`src/rtl/vc_xbar_pkg.sv`:
```
// Shared definitions for the 3-in/3-out crossbar allocator.
//   c_xbar_nports       number of inputs and outputs
//   c_xbar_idx_nbits    width of a port index / crossbar select
//   c_xbar_dest_invalid destination code that never matches an output
//   rr_next(idx)        round-robin successor, (idx + 1) mod 3
package vc_xbar_pkg;

    localparam int unsigned c_xbar_nports    = 3;
    localparam int unsigned c_xbar_idx_nbits = 2;

    typedef logic [c_xbar_idx_nbits-1:0] xbar_idx_t;

    localparam xbar_idx_t c_xbar_dest_invalid = 2'd3;

    function automatic xbar_idx_t rr_next(input xbar_idx_t idx);
        return (idx == 2'd2) ? 2'd0 : idx + 2'd1;
    endfunction

endpackage

```
`src/rtl/vc_xbar_out_arb.sv`:
```
// Per-output arbiter: round-robin among requesting inputs, with a packet lock that
// pins the output to one input from the first flit to the tail flit.
//   clk, reset  clock and synchronous active-high reset
//   req         bit i: input i requests this output
//   tail        bit i: flit on input i is a tail flit
//   out_rdy     downstream of this output accepts
//   grant       one-hot granted input (zero when no grant)
//   sel         index of the granted input, 0 when no grant
//   out_val     a grant is present
module vc_xbar_out_arb
    import vc_xbar_pkg::*;
#(
    parameter bit        p_lock_en   = 1'b1,
    parameter xbar_idx_t p_init_prio = 2'd0
) (
    input  logic       clk,
    input  logic       reset,
    input  logic [2:0] req,
    input  logic [2:0] tail,
    input  logic       out_rdy,
    output logic [2:0] grant,
    output xbar_idx_t  sel,
    output logic       out_val
);

    logic      lock_q, lock_d;
    xbar_idx_t owner_q, owner_d;
    xbar_idx_t prio_q, prio_d;

    xbar_idx_t scan_idx;
    logic      found;
    logic      tail_g;
    logic      fire;

    // Grant selection
    always_comb begin
        grant    = 3'b000;
        sel      = 2'd0;
        out_val  = 1'b0;
        found    = 1'b0;
        scan_idx = prio_q;
        if (!reset) begin
            if (lock_q) begin
                // Locked: only the owner may proceed, others wait even if it idles.
                for (int i = 0; i < 3; i++) begin
                    if (owner_q == i[1:0] && req[i]) begin
                        grant[i] = 1'b1;
                        sel      = i[1:0];
                        out_val  = 1'b1;
                    end
                end
            end else begin
                for (int k = 0; k < 3; k++) begin
                    for (int i = 0; i < 3; i++) begin
                        if (!found && scan_idx == i[1:0] && req[i]) begin
                            found    = 1'b1;
                            grant[i] = 1'b1;
                            sel      = i[1:0];
                            out_val  = 1'b1;
                        end
                    end
                    scan_idx = rr_next(scan_idx);
                end
            end
        end
    end

    // Lock / priority update on a fire
    always_comb begin
        lock_d  = lock_q;
        owner_d = owner_q;
        prio_d  = prio_q;
        tail_g  = 1'b0;
        for (int i = 0; i < 3; i++) begin
            if (grant[i]) begin
                tail_g = tail[i];
            end
        end
        fire = out_val && out_rdy;
        if (fire) begin
            if (tail_g || !p_lock_en) begin
                lock_d = 1'b0;
                prio_d = rr_next(sel);
            end else begin
                lock_d  = 1'b1;
                owner_d = sel;
            end
        end
    end

    always_ff @(posedge clk) begin
        if (reset) begin
            lock_q  <= 1'b0;
            owner_q <= 2'd0;
            prio_q  <= p_init_prio;
        end else begin
            lock_q  <= lock_d;
            owner_q <= owner_d;
            prio_q  <= prio_d;
        end
    end

endmodule

```
`src/rtl/vc_crossbar3_alloc_ctrl.sv`:
```
// Switch allocator for a 3-in/3-out mux crossbar. Decodes per-input destinations
// into per-output requests, runs one arbiter per output, and drives the crossbar
// selects and the val/rdy handshakes. Transfers happen in the cycle of the grant.
//   clk, reset  clock and synchronous active-high reset
//   in_val      bit i: input i holds a valid flit
//   in_dest     [2i+1:2i] destination of input i (3 = invalid)
//   in_tail     bit i: flit on input i ends its packet
//   in_rdy      bit i: input i's flit transfers this cycle
//   out_val     bit o: output o carries a valid flit
//   out_rdy     bit o: downstream of output o accepts
//   sel0..sel2  crossbar selects (granted input index, 0 when idle)
//   bad_dest    registered pulse: a valid input had an invalid destination last cycle
module vc_crossbar3_alloc_ctrl
    import vc_xbar_pkg::*;
#(
    parameter bit          p_lock_en   = 1'b1,
    parameter int unsigned p_init_prio = 0
) (
    input  logic       clk,
    input  logic       reset,
    input  logic [2:0] in_val,
    input  logic [5:0] in_dest,
    input  logic [2:0] in_tail,
    output logic [2:0] in_rdy,
    output logic [2:0] out_val,
    input  logic [2:0] out_rdy,
    output logic [1:0] sel0,
    output logic [1:0] sel1,
    output logic [1:0] sel2,
    output logic       bad_dest
);

    localparam xbar_idx_t InitPrio = xbar_idx_t'(p_init_prio);

    logic [2:0] req   [c_xbar_nports];
    logic [2:0] grant [c_xbar_nports];
    xbar_idx_t  sel   [c_xbar_nports];

    logic bad_dest_q, bad_dest_d;

    // Each input requests at most one output, so no input-side conflict exists.
    always_comb begin
        for (int o = 0; o < 3; o++) begin
            req[o] = 3'b000;
            for (int i = 0; i < 3; i++) begin
                req[o][i] = in_val[i] && (in_dest[2*i +: 2] == o[1:0]);
            end
        end
    end

    for (genvar g = 0; g < c_xbar_nports; g++) begin : g_out
        vc_xbar_out_arb #(
            .p_lock_en   (p_lock_en),
            .p_init_prio (InitPrio)
        ) u_arb (
            .clk     (clk),
            .reset   (reset),
            .req     (req[g]),
            .tail    (in_tail),
            .out_rdy (out_rdy[g]),
            .grant   (grant[g]),
            .sel     (sel[g]),
            .out_val (out_val[g])
        );
    end

    always_comb begin
        in_rdy = 3'b000;
        for (int i = 0; i < 3; i++) begin
            for (int o = 0; o < 3; o++) begin
                if (grant[o][i] && out_rdy[o]) begin
                    in_rdy[i] = 1'b1;
                end
            end
        end
    end

    always_comb begin
        bad_dest_d = 1'b0;
        for (int i = 0; i < 3; i++) begin
            if (in_val[i] && in_dest[2*i +: 2] == c_xbar_dest_invalid) begin
                bad_dest_d = 1'b1;
            end
        end
    end

    always_ff @(posedge clk) begin
        if (reset) begin
            bad_dest_q <= 1'b0;
        end else begin
            bad_dest_q <= bad_dest_d;
        end
    end

    assign sel0     = sel[0];
    assign sel1     = sel[1];
    assign sel2     = sel[2];
    assign bad_dest = bad_dest_q;

endmodule

```
`config.mk`:
```
export PLATFORM = sky130hd
export DESIGN_NAME = vc_crossbar3_alloc_ctrl
export DESIGN_NICKNAME = d
export VERILOG_FILES = /design/src/rtl/vc_xbar_pkg.sv /design/src/rtl/vc_xbar_out_arb.sv /design/src/rtl/vc_crossbar3_alloc_ctrl.sv
export SDC_FILE = /design/constraint.sdc
export NUM_CORES = 1
export LEC_CHECK = 0
export CORE_ASPECT_RATIO = 0.9
export CORE_MARGIN = 2
export CORE_UTILIZATION = 25
export DETAILED_ROUTE_END_ITERATION = 12
export PLACE_DENSITY = 0.46
export SYNTH_ARGS = -nofsm -noshare
export SYNTH_HDL_FRONTEND = slang
export SYNTH_HIERARCHICAL = 1
export SYNTH_SLANG_ARGS = --single-unit
```
`constraint.sdc`:
```
create_clock -name clk -period 2.5 [get_ports clk]
set_input_delay 0.25 -clock clk [delete_from_list [all_inputs] [get_ports clk]]
set_output_delay 0.25 -clock clk [all_outputs]
set_load 0.02 [all_outputs]
```
Word-level counts from Yosys, hierarchy flattened
Cells that the tools add are included.
{"block": "totals", "ff_bits": 16, "input_bits": 17, "output_inout_bits": 13, "elab_cells": 403}
{"block": "op_classes", "n_addsub": 9, "eq_ne": 36, "muxes": 216, "n_bitwise": 3, "reduce_logical": 129}
{"cell": "$mux W1", "count": 171}
{"cell": "$logic_and A1 B1 Y1", "count": 84}
{"cell": "$mux W2", "count": 39}
{"cell": "$eq A2 B2 Y1 const B", "count": 21}
{"cell": "$eq A2 B1 Y1 const B", "count": 15}
{"cell": "$logic_not A2 Y1", "count": 15}
{"cell": "$logic_not A1 Y1", "count": 24}
{"cell": "$add A2 B1 Y2 const B", "count": 9}
{"cell": "$mux W3", "count": 6}
{"cell": "$reduce_and A2 Y1", "count": 6}
{"cell": "$not A1 Y1", "count": 3}

Longest topological paths before layout
{"block": "depth", "word_depth": 59, "depth_mapped": 8, "mapped_depth_nobuf": 8}

Cells and area by module
Netlist, hierarchy kept.
{"module": "vc_xbar_out_arb", "instances": 3, "cells_each": 60, "area_per_inst_um2": 493.0, "seq_area_each_um2": 100.1}
{"module": "vc_crossbar3_alloc_ctrl", "instances": 1, "cells_each": 23, "area_per_inst_um2": 161.4, "seq_area_each_um2": 20.0}

Least setup slack after synthesis
OpenSTA, ideal clock, no wires.
{"block": "synth_path", "kind": "input -> output", "startpoint": "in in_dest[4]", "endpoint": "out in_rdy[1]", "arrival_ns": 1.873, "required_ns": 2.250, "setup_slack_ns": 0.377, "path_stages": 7, "n_path_buf": 0, "cell_sequence": "nor3b_1 and2b_1 o21ai_1 and3_4 and2_1 a222oi_1 inv_1"}
{"element": "start: declaration", "line": "vc_crossbar3_alloc_ctrl.sv:22", "text": "input logic [5:0] in_dest,"}
{"element": "end: declaration", "line": "vc_crossbar3_alloc_ctrl.sv:24", "text": "output logic [2:0] in_rdy,"}

Final worst setup path
{"block": "layout_path", "startpoint": "reg g_out[0].u_arb.prio_q[1]", "endpoint": "out sel0[1]"}
{"block": "layout_between", "elab_chain_cells": 53, "word_cells_on_any_way": 71, "classes_between": "add/sub (2); eq/ne (6); mux (35); reduce/logical (28)"}
{"element": "start: declaration", "line": "vc_xbar_out_arb.sv:28", "text": "xbar_idx_t prio_q, prio_d;"}
{"element": "start signal: assignment", "line": "vc_xbar_out_arb.sv:95", "text": "prio_q <= p_init_prio;"}
{"element": "start signal: assignment", "line": "vc_xbar_out_arb.sv:99", "text": "prio_q <= prio_d;"}
{"element": "$logic_not A2 Y1", "line": "vc_xbar_out_arb.sv:55", "text": "if (!found && scan_idx == i[1:0] && req[i]) begin"}
{"element": "$logic_and A1 B1 Y1", "line": "vc_xbar_out_arb.sv:55"}
{"element": "$mux W1", "line": "vc_xbar_out_arb.sv:55"}
{"element": "$mux W1", "line": "vc_xbar_out_arb.sv:43", "text": "if (lock_q) begin"}
{"element": "$mux W1", "line": "vc_xbar_out_arb.sv:42", "text": "if (!reset) begin"}
{"element": "$logic_not A1 Y1", "line": "vc_xbar_out_arb.sv:55"}
{"element": "$logic_and A1 B1 Y1 (2 in a row)", "line": "vc_xbar_out_arb.sv:55"}
{"element": "$mux W1", "line": "vc_xbar_out_arb.sv:55"}
{"element": "(+35 left out)"}
{"element": "$mux W1", "line": "vc_xbar_out_arb.sv:55"}
{"element": "$mux W1", "line": "vc_xbar_out_arb.sv:43"}
{"element": "$mux W1", "line": "vc_xbar_out_arb.sv:42"}
{"element": "$logic_not A1 Y1", "line": "vc_xbar_out_arb.sv:55"}
{"element": "$logic_and A1 B1 Y1 (2 in a row)", "line": "vc_xbar_out_arb.sv:55"}
{"element": "$mux W2 (*)", "line": "vc_xbar_out_arb.sv:55"}
{"element": "$mux W2 (*)", "line": "vc_xbar_out_arb.sv:43"}
{"element": "$mux W2 (*)", "line": "vc_xbar_out_arb.sv:42"}
{"element": "end: declaration", "line": "vc_crossbar3_alloc_ctrl.sv:27", "text": "output logic [1:0] sel0,"}
Mark *: on every way between the ends. The rest lies on a longest branch, timed or not. The select of a mux whose other input is x is not followed.

==> results.sh <==
export IMPL_status="complete, no violations"
export IMPL_path_clk_slew_ns=0.08
export IMPL_yosysSeqAreaShare_pct=19.53
export IMPL_antenna_found_initial=0
export IMPL_die_area_mm2=0.007226
export IMPL_yosys_warnings=6
export IMPL_fmax_mhz=452.5
export IMPL_holdWs_ns=0.3867
export IMPL_r2r_slack_ns=0.50
export IMPL_synthesis_nets=220
export IMPL_cp_end_kind="output port"
export IMPL_layout_drive_gt1_share_pct=36.75
export IMPL_nets=301
export IMPL_drv_slew=0
export IMPL_crit_path_top_delay_cell="dfxtp_1"
export IMPL_hold_violations=0
export IMPL_place_congestion=0.7696
export IMPL_cts_root_buffer="clkbuf_8"
export IMPL_antennaDiodeCount=0
export IMPL_first_iter_violations=89
export IMPL_n_fill_cell=670
export IMPL_cts_tree="yes"
export IMPL_instances_no_fill=370
export IMPL_r2r_start="g_out[1].u_arb/prio_q[0]$_SDFFE_PP0P_"
export IMPL_h_tree_depth=1
export IMPL_clockBufferDepth=2
export IMPL_viasPerCell=4.803
export IMPL_drt_drc_violations_left=0
export IMPL_num_vias=1777
export IMPL_ys_ff_latch=16
export IMPL_overflow=0
export IMPL_finalCritPeriodShare_pct=88.40
export IMPL_syn_avg_cell_area_um2=8.080
export IMPL_firstDrtPassIters=4
export IMPL_synth_cell_types=37
export IMPL_clock_sinks=16
export IMPL_totalWireLength_um=5251
export IMPL_clock_latency_ns=0.26
export IMPL_power_total_uw=799.7
export IMPL_synthesis_area_mm2=0.001640
export IMPL_cp_max_fo=7
export IMPL_worstHoldStart="in_dest[5]"
export IMPL_worst_slew_pin_slew_ns=0.4762
export IMPL_setup_worst_path_start_class="register"
export IMPL_p_leak_uw=0.001134
export IMPL_initial_core_util_pct=26.39
export IMPL_crit_chain="or3b_1 > o311ai_2 > buf_4 > nand2_2 > buf_4 > nor2_1 > clkdlybuf4s15_2"
export IMPL_wl_per_cell_um=14.19
export IMPL_ios=30
export IMPL_post_route_util_pct=40.34
export IMPL_path_class="reg2out"
export IMPL_fp_row_count=27
export IMPL_vdd_drop_max_v=0.0001663
export IMPL_hold_class="in2reg"
export IMPL_fin_crit_ns=2.210
export IMPL_hold_end="bad_dest$_SDFF_PP0_"
export IMPL_pre_cts_ws_ns=-0.4250
export IMPL_cpMostUsedCell="buf_4"
export IMPL_postRouteAntennaNets=0
export IMPL_powerDensity_mw_per_mm2=318.9
export IMPL_cap_violations=0
export IMPL_final_common_cell="buf_4"
export IMPL_grt_total_usage_pct=15.25
export IMPL_grt_max_degree=18
export IMPL_grt_pass1_wl_um=8528
export IMPL_relSlewSlack_pct=68.16
export IMPL_coreArea_mm2=0.006216
export IMPL_cp_arrival_ns=1.96
export IMPL_ff2ff_path_depth=8
export IMPL_die_h_um=80.85
export IMPL_final_cell_mix="buf_4 (51), nor2_1 (18), dfxtp_1 (16)"
export IMPL_rsz0062_at_grt="false"
export IMPL_post_dp_hpwl_um=4131
export IMPL_slowest_delay_ns=0.48
export IMPL_synthToLayoutAreaGrowth_pct=52.86
export IMPL_cts_made_buffers=3
export IMPL_die_w_um=89.39
export IMPL_skew_ns=0.006641
export IMPL_grt_pass1_vias=1720
export IMPL_reg2reg_to="g_out[1].u_arb/owner_q[0]$_SDFFE_PP0P_"
export IMPL_hold_path_depth=3
export IMPL_worstPathRequired_ns=2.25
export IMPL_dp_cells=362
export IMPL_layout_setup_ws_ns=0.2899
export IMPL_startpoint="g_out[0].u_arb/prio_q[1]$_SDFFE_PP0P_"
export IMPL_finalSetupViolations=0
export IMPL_postSynthCellCount=203
export IMPL_port_buffer_count=29
==> critical path, delay by kind of cell, from the launching register on <==
family | cells | cell delay [ns]
buf+inv | 3 | 0.58
flops | 1 | 0.48
simple gates | 3 | 0.55
compound gates | 1 | 0.10
==> power breakdown <==
group          switching, uW  internal, uW  leakage [uW]
Combinational            133           145      0.000976
Clock                    108           140     0.0000288
Sequential              12.4           261      0.000129
Total                    254           546       0.00113
==> per-layer routing <==
metal | track usage, % | share of wire [%] | vias up
met4 | 1.343 | 0.34 | 0
met1 | 21.14 | 50 | 832
met3 | 2.947 | 3.5 | 2
met5 | 0 | 0 | -
met2 | 25.48 | 47 | 27
li1 | - | - | 916
==> flip-flops by register name (all words and copies together), names as in the netlist <==
| register | flops |
|---|---|
| g_out.u_arb/owner_q | 6 |
| g_out.u_arb/lock_q | 3 |
| g_out.u_arb/prio_q | 6 |
| bad_dest | 1 |
==> timing repair <==
action                     in CTS  in global routing
setup endpoints to repair      12                 10
setup buffers                   1                  3
hold buffers                    0                  0
pin swaps                       4                  9
gates cloned                    0                  0
resized for setup              34                 27
==> cell families after synthesis <==
| group | synth area share [%] |
|---|---|
| multiplexers | 6.407 |
| flip-flops | 19.53 |
| buffers and inverters | 5.721 |
| AO/OA/AOI/OAI | 26.39 |
| AND/OR/NAND/NOR | 41.95 |
==> final cells by class <==
cell class	count	area [um2]	share of cell area, %
multi-input combinational	168	1281	51.10
clock buffer	4	55.05	2.196
tap	87	108.9	4.341
inverter	13	48.80	1.946
timing repair buffer	82	693.2	27.64
sequential	16	320.3	12.77
==> synthesized netlist by cell type, drive strengths merged <==
master | n | area (um2)
mux2i | 6 | 60.06
o41ai | 3 | 26.28
dfxtp | 16 | 320.3
o211a | 3 | 30.03
nor3b | 7 | 52.55
nand4b | 2 | 17.52
a21oi | 6 | 30.03
nand3b | 15 | 112.6
and3 | 9 | 71.32
and2b | 9 | 67.56
nand2b | 3 | 18.77
a221oi | 3 | 45.04
buf | 6 | 45.04
and3b | 2 | 17.52
nand4 | 3 | 18.77
o211ai | 3 | 37.54
or2 | 3 | 18.77
inv | 13 | 48.80
and2 | 6 | 37.54
nor2 | 24 | 112.6
o311ai | 4 | 57.56
mux2 | 3 | 45.04
nand2 | 12 | 52.55
or3b | 3 | 26.28
o31ai | 3 | 22.52
o21ai | 24 | 131.4
a21boi | 3 | 22.52
a222oi | 3 | 30.03
nor3 | 6 | 63.81
==> metrics by stage <==
step	cell area, um2	setup TNS, ns
finish	2507	0
global route	2507	0
global placement	2362	-3.121
floorplan	1640	0
detailed placement	2362	-3.133
CTS	2436	-0.06865
==> how the worst max path moves through the flow <==
stage           endpoint  slack (ns)  depth (start not counted)
2_1_floorplan  in_rdy[1]        0.38                          7
3_3_place_gp   in_rdy[0]       -0.46                         10
3_5_place_dp   in_rdy[0]       -0.42                         10
4_1_cts        in_rdy[0]       -0.06                         10
5_1_grt        in_rdy[2]        0.16                          8
6_report         sel0[1]        0.29                          7
Power figures use the tool's default switching activity.
